<file path="config.mk">
export PLATFORM = sky130hd
export DESIGN_NAME = if_fetch
export DESIGN_NICKNAME = d
export VERILOG_FILES = /design/src/rtl/if_fetch.sv
export SDC_FILE = /design/constraint.sdc
export NUM_CORES = 1
export LEC_CHECK = 0
export ABC_CLOCK_PERIOD_IN_PS = 2000
export CORE_MARGIN = 8
export CORE_UTILIZATION = 40
export CTS_CLUSTER_SIZE = 16
export DETAILED_ROUTE_END_ITERATION = 12
export PLACE_DENSITY = 0.83
export REMOVE_ABC_BUFFERS = 1
export SYNTH_ARGS = -nofsm -noshare
export SYNTH_HDL_FRONTEND = slang
export SYNTH_SLANG_ARGS = --single-unit
export TNS_END_PERCENT = 50
</file>
<file path="constraint.sdc">
create_clock -name clk -period 2 [get_ports clk]
set_clock_uncertainty 0.1 [all_clocks]
set_input_delay 0.4 -clock clk [delete_from_list [all_inputs] [get_ports clk]]
set_output_delay 0.4 -clock clk [all_outputs]
set_load 0.01 [all_outputs]
</file>
<file path="src/rtl/if_fetch.sv">
// Instruction-fetch controller: one outstanding imem read per PC, holds the word for decode,
// and pulses pc_reg's load enable on accepted fetches and redirects.
module if_fetch #(
  parameter int unsigned XLEN  = 32,
  parameter int unsigned CNT_W = 32
) (
  input  logic             clk,
  input  logic             rst_n,
  input  logic [XLEN-1:0]  pc,
  input  logic             redirect,
  output logic             pc_en,
  output logic             imem_req,
  output logic [XLEN-1:0]  imem_addr,
  input  logic             imem_ready,
  input  logic             imem_rvalid,
  input  logic [XLEN-1:0]  imem_rdata,
  output logic             instr_valid,
  output logic [XLEN-1:0]  instr,
  output logic [XLEN-1:0]  instr_pc,
  input  logic             instr_ready,
  output logic [CNT_W-1:0] fetch_cnt
);

  typedef enum logic [1:0] {StIdle, StReq, StWait, StHold} state_e;

  state_e           state_q, state_d;
  logic [XLEN-1:0]  pend_pc_q, instr_q, instr_pc_q;
  logic             drop_q;
  logic [CNT_W-1:0] cnt_q;

  logic handshake;
  logic capture_pc;
  logic load_instr;
  logic set_drop;
  logic clr_drop;
  logic deliver;

  // State register
  always_ff @(posedge clk or negedge rst_n) begin
    if (!rst_n) begin
      state_q <= StIdle;
    end else begin
      state_q <= state_d;
    end
  end

  // Next-state logic
  always_comb begin
    state_d = state_q;
    unique case (state_q)
      StIdle: state_d = StReq;
      StReq: begin
        if (handshake) state_d = StWait;
      end
      StWait: begin
        if (imem_rvalid) state_d = (drop_q || redirect) ? StReq : StHold;
      end
      StHold: begin
        if (redirect || instr_ready) state_d = StReq;
      end
      default: state_d = StIdle;
    endcase
  end

  // Output and datapath-control logic
  always_comb begin
    imem_req    = 1'b0;
    imem_addr   = '0;
    instr_valid = 1'b0;
    capture_pc  = 1'b0;
    load_instr  = 1'b0;
    set_drop    = 1'b0;
    clr_drop    = 1'b0;
    deliver     = 1'b0;
    unique case (state_q)
      StReq: begin
        // Masking the request keeps a redirect and a handshake from ever coinciding.
        imem_req  = !redirect;
        imem_addr = pc;
      end
      StWait: begin
        if (imem_rvalid) begin
          if (drop_q || redirect) clr_drop = 1'b1;
          else                    load_instr = 1'b1;
        end else if (redirect) begin
          set_drop = 1'b1;
        end
      end
      StHold: begin
        instr_valid = 1'b1;
        deliver     = instr_ready && !redirect;
      end
      default: ;
    endcase
    handshake = imem_req && imem_ready;
    if (handshake) capture_pc = 1'b1;
  end

  // Gated by rst_n so a redirect seen during reset never loads pc_reg.
  assign pc_en = rst_n && (handshake || redirect);

  always_ff @(posedge clk or negedge rst_n) begin
    if (!rst_n) begin
      pend_pc_q  <= '0;
      instr_q    <= '0;
      instr_pc_q <= '0;
      drop_q     <= 1'b0;
      cnt_q      <= '0;
    end else begin
      if (capture_pc) pend_pc_q <= pc;
      if (load_instr) begin
        instr_q    <= imem_rdata;
        instr_pc_q <= pend_pc_q;
      end
      if (set_drop)      drop_q <= 1'b1;
      else if (clr_drop) drop_q <= 1'b0;
      if (deliver) cnt_q <= cnt_q + CNT_W'(1);
    end
  end

  assign instr     = instr_q;
  assign instr_pc  = instr_pc_q;
  assign fetch_cnt = cnt_q;

endmodule

</file>
# Yosys cells after proc, flatten, opt, wreduce, memory -nomap -nowiden
# Cells that the tools add are included.
[classes]
addsub = 1
n_mul = 0
div = 0
magnitude_cmp = 0
eq_ne = 6
shift = 0
muxes = 21
bitwise_logic = 0
n_reduce_logical = 10
[ops]
columns = ["cell", "n"]
rows = [
  ["32-bit by 1-bit adder with 32-bit output, second input constant", 1],
  ["32-bit two-way mux", 1],
  ["1-bit two-way mux", 15],
  ["2-bit two-way mux", 4],
  ["2-bit one-hot mux with 4 select lines", 1],
  ["2-bit != test, second input constant", 3],
  ["2-bit equality test, second input constant", 2],
  ["1-bit logical AND", 3],
  ["1-bit logical OR", 3],
  ["3-bit AND reduction", 1],
  ["2-bit by 1-bit equality test with 1-bit output, second input constant", 1],
  ["2-bit logical NOT", 1],
  ["2-bit nonzero test", 1],
  ["1-bit logical NOT", 1],
]
[totals]
reg_bits = 131
latchBits = 0
ramBits = 0
rom_bits = 0
inputBits = 70
out_inout_bits = 131
word_cells = 44
memories = 0

# Logic depth before layout (Yosys ltp)
# Gate-level depths: netlist of run 1.
[logic_depth]
ltp_word = 6
mapped_depth = 6
ltp_nobuf = 6

# Least setup slack after synthesis of run 1
# No wires, ideal clock.
[synth_timing]
path_type = "register to register"
start = "register state_q[1]"
end = "register cnt_q[31] (netlist: fetch_cnt[31])"
setup_ps = 79
arrival_ps = 1816
required_time_ps = 1821
setup_slack_ps = 5
stages_incl_launch_ff = 7
n_path_buf = 1
period_less_slack_ps = 1995
cell_sequence = "dfrtp_1 -> ha_1 -> nand4b_4 -> or3_1 -> buf_6 -> nor4_4 -> xor2_1"
[synth_between]
elab_chain_cells = 2
[synth_rtl]
columns = ["item", "line", "source"]
rows = [
  ["start, declared", "26", "state_e state_q, state_d;"],
  ["start signal, assigned", "41", "state_q <= StIdle;"],
  ["start signal, assigned", "43", "state_q <= state_d;"],
  ["2-bit equality test", "75", "unique case (state_q)"],
  ["1-bit two-way mux", "75", ""],
  ["end signal, assigned", "117", "if (deliver) cnt_q <= cnt_q + CNT_W'(1);"],
  ["end, declared", "29", "logic [CNT_W-1:0] cnt_q;"],
]
# Every way passes these cells.
# A chain may end at the register's enable or synchronous reset.

# Final worst setup path of run 1
[layout_timing]
start = "register state_q[1]"
end = "output port pc_en"
[layout_between]
elab_chain_cells = 5
[layout_rtl]
columns = ["item", "line", "source"]
rows = [
  ["2-bit by 1-bit equality test with 1-bit output", "75", ""],
  ["1-bit two-way mux", "75", ""],
  ["1-bit logical AND", "95", "handshake = imem_req && imem_ready;"],
  ["1-bit logical OR", "100", "assign pc_en = rst_n && (handshake || redirect);"],
  ["1-bit logical AND", "100", ""],
  ["end, declared", "11", "output logic pc_en,"],
]
# Every way passes these cells.

==> results of run 1 <==
==> state kept, by name (all words and copies together) (netlist names) <==
signal and cells:
fetch_cnt 32, instr 32, instr_pc 32, pend_pc_q 32, state_q 2, drop_q 1
==> worst min-delay path by stage <==
stage / start / to / cells past startpoint
5_1_grt: rst_n / fetch_cnt[8] / 2
4_1_cts: rst_n / fetch_cnt[1] / 2
3_5_place_dp: fetch_cnt[31] / fetch_cnt[31] / 1
6_report: rst_n / pend_pc_q[4] / 2
3_3_place_gp: fetch_cnt[31] / fetch_cnt[31] / 1
2_1_floorplan: rst_n / drop_q / 0
==> Yosys cell counts <==
| master | number |
|---|---|
| nor2b_1 | 2 |
| nor3_2 | 1 |
| buf_6 | 1 |
| nor3_1 | 1 |
| nor4_2 | 5 |
| xnor2_1 | 15 |
| nand4b_4 | 1 |
| nand3_1 | 9 |
| o22a_1 | 1 |
| or2_2 | 1 |
| clkbuf_1 | 8 |
| a221o_1 | 1 |
| inv_1 | 6 |
| nand3b_1 | 2 |
| mux2_2 | 97 |
| ha_1 | 4 |
| buf_2 | 9 |
| o31ai_1 | 1 |
| nor4_1 | 2 |
| xor2_1 | 16 |
| and4_1 | 2 |
| a21oi_1 | 3 |
| nand4_1 | 10 |
| dfrtp_1 | 131 |
| nor2_1 | 5 |
| or3_1 | 1 |
| and3_1 | 10 |
| nand2_1 | 9 |
| nor4_4 | 3 |
| and2_1 | 33 |
| nand4b_1 | 1 |
| o32ai_1 | 1 |
==> critical path, delay by kind of cell (launching register included) <==
family	cells	cell delay [ps]
flip-flops	1	380
buffers and inverters	4	450
AO/OA/AOI/OAI	1	50
AND/OR/NAND/NOR	1	180
adder cells (fa/ha/maj)	1	150
==> per-layer routing <==
layer | global-route usage [%] | up-vias | routed length, microns
li1 | - | 1903 | -
met1 | 18.4 | 2127 | 6310
met2 | 31.3 | 143 | 8570
met3 | 6.33 | 21 | 1050
met4 | 6.18 | 0 | 270
met5 | 0 | - | 0
==> where the power goes <==
part	total (mW)	internal (mW)	switching [mW]	leakage (nW)
Sequential	4.07	3.57	0.506	1.71
Combinational	4.96	3.12	1.85	2.32
Clock	2.89	1.86	1.04	0.270
==> through the flow <==
step / instances / setup WS, ps
floorplan: 374 / -870
global placement: 810 / -220
detailed placement: 810 / -292
CTS: 842 / -107
global route: 848 / -187
finish: 848 / -114
==> cell type report <==
class / count / area [sq um] / share of cell area (%)
clock inverters: 6 / 83.8 / 0.924
clock buffers: 21 / 460 / 5.07
inverters: 6 / 22.5 / 0.248
well taps: 180 / 225 / 2.48
flip-flops and latches: 131 / 3280 / 36.2
multi-input cells: 237 / 2280 / 25.1
repair buffers: 267 / 2720 / 30.0
==> cell usage in the layout (no fill, tap or decap), drive strengths merged, types with 3 or more instances in the layout <==
cell type | synthesis | final
xnor2 | 15 | 15
nand3 | 9 | 9
nand4 | 10 | 10
nand2 | 9 | 9
and2 | 33 | 33
nor4 | 10 | 10
clkdlybuf4s50 | 0 | 163
buf | 10 | 99
inv | 6 | 6
clkbuf | 8 | 25
clkinv | 0 | 4
dfrtp | 131 | 131
and3 | 10 | 10
mux2 | 97 | 97
nor2 | 5 | 5
xor2 | 16 | 16
a21oi | 3 | 3
ha | 4 | 4
==> timing repair <==
action | 4_1_cts | 5_1_grt
resized for setup | 189 | 37
hold buffers | 0 | 0
pin swaps | 2 | 5
endpoints found under the setup margin | 70 | 138
setup buffers | 3 | 1
gates cloned | 2 | 5
==> cells by family after synthesis <==
logic type | synth area share, %
AO/OA/AOI/OAI | 0.906
XOR/XNOR | 4.92
adder cells (fa/ha/maj) | 0.906
buffers and inverters | 1.97
flip-flops | 59.3
multiplexers | 19.8
AND/OR/NAND/NOR | 12.2
==> results.cfg, run 1 <==
[synthesis]
ys_ff_latch = 131
netlist_area_sq_um = 5520
synthTopCellsByArea = dfrtp_1, mux2_2, and2_1
synthCells = 392
synth.top_cell.area_share_pct = 59.3
synth_top_area_cell = dfrtp_1
synth.avg_cell_area_sq_um = 14.1
ys_warn_count = 0
synth_cell_types = 32
ys_seq_area_share_pct = 59.3

[critical_path]
worst_ep_arrival_time_ps = 1610
reg2reg_to = state_q[1]
slowest_stage = dfrtp_1
reg2reg_slack_ps = 10
criticalPathCategory = reg -> out
rr_worst_depth = 9
cp_slowest_stage_delay_ps = 380
setup.worst_path.end = pc_en
r2r-start = state_q[0]
worst_ep_required_time_ps = 1500
end_kind = output port
path_max_fanout = 4
path_cells = inv_2, ha_4, buf_12, buf_8, a21oi_2, nor2b_1, buf_4
startpoint = state_q[1]
setup.worst_path.start_class = flop

[job]
maxCapViolations = 0

[clocking]
cts_tree = built
clk_pin_slew_ps = 50
cts-htree-levels = 4
clock_sinks = 131
cts_root_buffer = clkbuf_16
cts_made_buffers = 17
clk_path_buf_depth = 2
worstSkewPairLatency_ps = 410

[place]
port_buffers = 200
dpl-instance-area_sq_um = 8130
post-dp-hpwl_microns = 10600
gp_congestion = 0.786

[detailed_routing]
drtAntennaViolNets = 0
vias = 4194
first_pass_iters = 4
drcViolationCount = 0
drtIter0Drc = 221
via_per_inst = 4.95
wl_microns = 16200
wl_per_cell_microns = 19.1

[global_routing]
grt_max_degree = 132
grtUsageTotal_pct = 17.5
grt_overflow = 0
grt_pass1_wl_microns = 24400
antenna_found_initial = 0
grt_pass1_vias = 4606

[floorplanning]
fp.dieH_microns = 134
die_area_sq_um = 17800
core_area_sq_um = 13700
die_w_microns = 134
ioPinCount = 201
fp-row-count = 43
start_util_pct = 40.4

[sta]
slew_violations = 0
hold_violations = 0
rsz0062_at_grt = true
final.period_utilization_pct = 106
tightest_slew_ps = 697
setup_ws_ps = -114
clock.fmax_ghz = 0.473
setup_tns_ps = -1350
max_slew_margin_pct = 53.6
finalSetupViolCount = 34
holdWs_ps = 16.0
fin_crit_ps = 2110

[run_status]
status = finished with violations
violations = setup timing

[cells_and_area]
final_core_util_pct = 66.4
fillers = 1003
nets = 734
drive_above_1_share_pct = 41.0
area_growth_pct = 64.3
antenna_cells = 0
final_area_sq_um = 9080

[min_path]
hold_path.class = in -> async

[pwr]
leakagePower_nw = 4.30
fin_total_pwr_mw = 11.9
power.density_nw_per_um2 = 1310
peakVddDrop_uv = 823
No activity file was read; power rests on OpenSTA's default activity.
==> run 2, diff against run 1 <==
- ABC_CLOCK_PERIOD_IN_PS: 2000 -> 2400
- CORE_MARGIN: 8 -> 5
- CORE_UTILIZATION: 40 -> 45
- PLACE_DENSITY: 0.83 -> 0.88
- clock period: 2 -> 2.4 ns (I/O delays scaled with it)
==> run 2 against run 1 <==
Net effect:
- the run now ends clean
- clock-buffer cell count up 6
- sequential share of layout area increased by 3.0 points
- design area shrank 7.7%
- flip-flop and latch count is the same
- sequential power decreased by 17%
- global-route usage increased by 2.6 points
- critical path type unchanged
==> results.cfg, run 2 (synthesized netlist as in run 1, its figures left out) <==
[clocking]
clk_path_buf_depth = 2
cts_root_buffer = clkbuf_16
hold_buffers = 0
cts_made_buffers = 17
cts_tree = built
clk_pin_slew_ps = 50
worstSkewPairLatency_ps = 400
clock_sinks = 131
cts-htree-levels = 4

[cells_and_area]
drive_above_1_share_pct = 24.8
nets = 682
antenna_cells = 0
final_area_sq_um = 8380
instances_no_fill = 767
layout_commonest_cell = clkdlybuf4s50_1
final_core_util_pct = 69.8
mostFrequentLayoutCells = clkdlybuf4s50_1, dfrtp_1, mux2_2
area_growth_pct = 51.7

[critical_path]
worst-path-buf-inv = 2
path_delay_family = buffers and inverters
worst_ep_required_time_ps = 1820
reg2reg_to = fetch_cnt[29]
slowest_stage = dfrtp_2
path_max_fanout = 15
worst_ep_arrival_time_ps = 1730
cp_slowest_stage_delay_ps = 440
path_cells = ha_4, bufbuf_16, and2_1, dlygate4sd2_1
reg2reg_slack_ps = 330
r2r-start = state_q[1]
end_kind = output port
rr_worst_depth = 7
criticalPathCategory = reg -> out
setup.worst_path.start_class = flop

[global_routing]
grtUsageMet2_pct = 34.7
grt_pass1_wl_microns = 22700
grt_max_degree = 132
grt_overflow = 0
grt-busiest-layer = met2
met3_usage_pct = 6.31
grtUsageTotal_pct = 20.1
antenna_found_initial = 0
grt_use_met1_pct = 23.2
grt_pass1_vias = 4258

[floorplanning]
fp-row-count = 40
start_util_pct = 46.0
core_area_sq_um = 12000
fp.dieH_microns = 121
die_w_microns = 121
ioPinCount = 201
die_area_sq_um = 14600

[pwr]
power.share.clock_pct = 27.3
power.density_nw_per_um2 = 1100
peakVddDrop_uv = 758
comb_power_share_pct = 36.0
p_sw_share_pct = 27.8
p_int_mw = 6.65
pwr-share-seq_pct = 36.7
fin_total_pwr_mw = 9.20
leakagePower_nw = 3.91
switchingPower_mw = 2.55

[place]
dpl-instance-area_sq_um = 7770
post-place-cells = 734
gp_congestion = 0.831
post-dp-hpwl_microns = 9730
port_buffers = 200
dp_slack_ps = 48.9

[job]
maxCapViolations = 0

[detailed_routing]
wl_per_cell_microns = 18.2
drcViolationCount = 0
drtIter0Drc = 269
vias = 3957
first_pass_iters = 6
via_per_inst = 5.16
drtAntennaViolNets = 0
wl_microns = 14000

[sta]
tightest_slew_ps = 697
clock.fmax_ghz = 0.433
finalSetupViolCount = 0
slew_violations = 0
rsz0062_at_grt = false
max_slew_margin_pct = 53.5
setup_ws_ps = 91.5
setup_tns_ps = 0
holdWs_ps = 99.7
hold_violations = 0
fin_crit_ps = 2310
final.period_utilization_pct = 96.2

[min_path]
hold_path.class = in -> async

[run_status]
status = finished clean
[run 2: worst max path at each step]
stage | start | endpoint | slack, ps | cells past startpoint
3_5_place_dp | redirect | instr[15] | 50 | 6
4_1_cts | state_q[1] | instr_valid | 50 | 3
5_1_grt | state_q[1] | imem_addr[4] | 9 | 5
3_3_place_gp | redirect | instr[10] | 80 | 6
6_report | state_q[0] | imem_addr[30] | 90 | 4
2_1_floorplan | state_q[0] | instr[0] | -470 | 4
[run 2: power by group through the flow]
stage | clock, mW | sequential [mW] | combinational (mW)
global route | 2.68 | 3.48 | 3.55
detailed placement | 0 | 3.42 | 3.29
floorplan | 0 | 3.54 | 1.21
finish | 2.51 | 3.38 | 3.31
global placement | 0 | 3.35 | 3.20
CTS | 2.57 | 3.39 | 3.36
[run 2: final cells by class]
| class | count | area (sq um) |
|---|---|---|
| fill | 823 | 3630 |
| sequential | 131 | 3280 |
| timing repair buffer | 215 | 2160 |
| multi-input combinational | 237 | 2150 |
| clock buffer | 27 | 513 |
| tap | 147 | 184 |
| clock inverter | 4 | 70.1 |
| inverter | 6 | 22.5 |
[run 2: per-layer routing]
layer / share of wire (%) / wire (microns)
met5: 0 / 0
met4: 2.1 / 295
met3: 7.0 / 985
met2: 52 / 7310
met1: 39 / 5400
[run 2: repair_timing]
item	CTS	global route
gates cloned	1	0
setup buffers	1	0
setup endpoints to repair	34	1
resized for setup	40	1
==> run 3, diff against run 2 <==
- CELL_PAD_IN_SITES_DETAIL_PLACEMENT: not set -> 1
- CELL_PAD_IN_SITES_GLOBAL_PLACEMENT: not set -> 1
- CORE_UTILIZATION: 45 -> 35
- HOLD_SLACK_MARGIN: not set -> 0.15
- PLACE_DENSITY: 0.88 -> 0.87
==> run 3 against run 2 <==
Net effect:
- register-to-register slack about the same
- non-clock buffer count is the same
- sequential power about the same
- critical endpoint is now imem_addr[15]
- design area increased by 1.4%
- clock-buffer cell count is 7 lower
==> results.cfg, run 3 (synthesized netlist as in run 1, its figures left out) <==
[floorplanning]
die_w_microns = 136
fp.dieH_microns = 136
fp-row-count = 46
die_area_sq_um = 18400
ioPinCount = 201
start_util_pct = 35.3
core_area_sq_um = 15700

[run_status]
status = finished clean

[sta]
setup_ws_ps = 79.6
max_slew_margin_pct = 48.1
rsz0062_at_grt = false
holdWs_ps = 7.05
slew_violations = 0
finalSetupViolCount = 0
final.period_utilization_pct = 96.7
hold_violations = 0
tightest_slew_ps = 779
clock.fmax_ghz = 0.431
fin_crit_ps = 2320

[clocking]
clk_path_buf_depth = 2
cts_root_buffer = clkbuf_16
worstSkewPairLatency_ps = 410
clk_pin_slew_ps = 60
clock_sinks = 131
cts_tree = built
cts_made_buffers = 17
cts-htree-levels = 4

[detailed_routing]
drtAntennaViolNets = 0
wl_microns = 15300
wl_per_cell_microns = 18.3
drtIter0Drc = 156
via_per_inst = 4.73
drcViolationCount = 0
vias = 3959
first_pass_iters = 4

[cells_and_area]
layout_commonest_cell = clkdlybuf4s50_1
drive_above_1_share_pct = 25.8
mostFrequentLayoutCells = clkdlybuf4s50_1, dfrtp_1, mux2_2
antenna_cells = 0
final_area_sq_um = 8490
area_growth_pct = 53.7
nets = 682

[global_routing]
grt_pass1_wl_microns = 24200
grtUsageMet2_pct = 30.0
grt_pass1_vias = 4341
grt_max_degree = 132
grt_use_met1_pct = 19.4
grt-busiest-layer = met2
antenna_found_initial = 0
grtUsageTotal_pct = 17.0
met3_usage_pct = 5.27
grt_overflow = 0

[place]
port_buffers = 200
dp_slack_ps = 4.98
dpl-instance-area_sq_um = 7840
post-dp-hpwl_microns = 11100
gp_congestion = 0.812

[pwr]
power.density_nw_per_um2 = 1110
leakagePower_nw = 3.92
peakVddDrop_uv = 502

[critical_path]
cp_slowest_stage_delay_ps = 450
criticalPathCategory = reg -> out
setup.worst_path.start_class = flop
worst_ep_arrival_time_ps = 1740
path_max_fanout = 14
end_kind = output port
worst_ep_required_time_ps = 1820
slowest_stage = dfrtp_2
path_cells = ha_4, bufbuf_16, and2_1, dlygate4sd2_1

[job]
maxCapViolations = 0

[min_path]
hold_path.class = in -> async
## run 3: where the power goes
part,switching [mW],internal (mW)
Sequential,0.424,2.97
Clock,0.959,1.71
Combinational,1.31,2.01
Total,2.69,6.70
## run 3: worst max-delay path, delay by kind of cell, from the launching register on
family	cells	cell delay (ps)
and+or+nand+nor	1	130
DFF	1	450
adders and majority gates	1	200
buffers and inverters	2	560
## run 3: timing repair
| item | in CTS | in global routing |
|---|---|---|
| gates cloned | 1 | 0 |
| endpoints found under the setup margin | 34 | 3 |
| hold buffers | 0 | 0 |
| resized for setup | 39 | 3 |
| setup buffers | 1 | 0 |
## run 3: path summary, 6_finish.rpt
check / startpoint / depth (start not counted) / slack [ps] / endpoint
worst max register to register: state_q[1] / 7 / 320 / fetch_cnt[27]
worst min register to register: fetch_cnt[31] / 1 / 370 / fetch_cnt[31]
min in group clk: fetch_cnt[31] / 1 / 370 / fetch_cnt[31]
worst min-delay path: rst_n / 2 / 7 / pend_pc_q[9]
max in group asynchronous: rst_n / 2 / 1520 / instr_pc[6]
worst max-delay path: state_q[0] / 4 / 80 / imem_addr[15]
## run 3: layout make-up
cell class | instances | area [sq um]
inverter | 6 | 22.5
sequential | 131 | 3280
multi-input combinational | 237 | 2150
timing repair buffer | 215 | 2150
clock buffer | 20 | 467
fill | 1565 | 7160
tap | 216 | 270
clock inverter | 12 | 153
## run 3: per-layer routing
metal | routed length (microns) | part of all wire (%)
met1 | 5940 | 39
met2 | 8180 | 53
met3 | 960 | 6.3
met4 | 256 | 1.7
met5 | 0 | 0
## run 3: metrics by stage
| step | power, mW | utilization [%] | setup TNS [ps] | std cells |
|---|---|---|---|---|
| 3_3_place_gp | 6.58 | 50.1 | 0 | 803 |
| 2_1_floorplan | 4.75 | - | -39760 | 374 |
| 3_5_place_dp | 6.78 | 50.1 | 0 | 803 |
| 4_1_cts | 9.54 | 54.2 | -125 | 837 |
| 6_report | 9.39 | 54.3 | 0 | 837 |
| 5_1_grt | 9.90 | 54.3 | 0 | 837 |
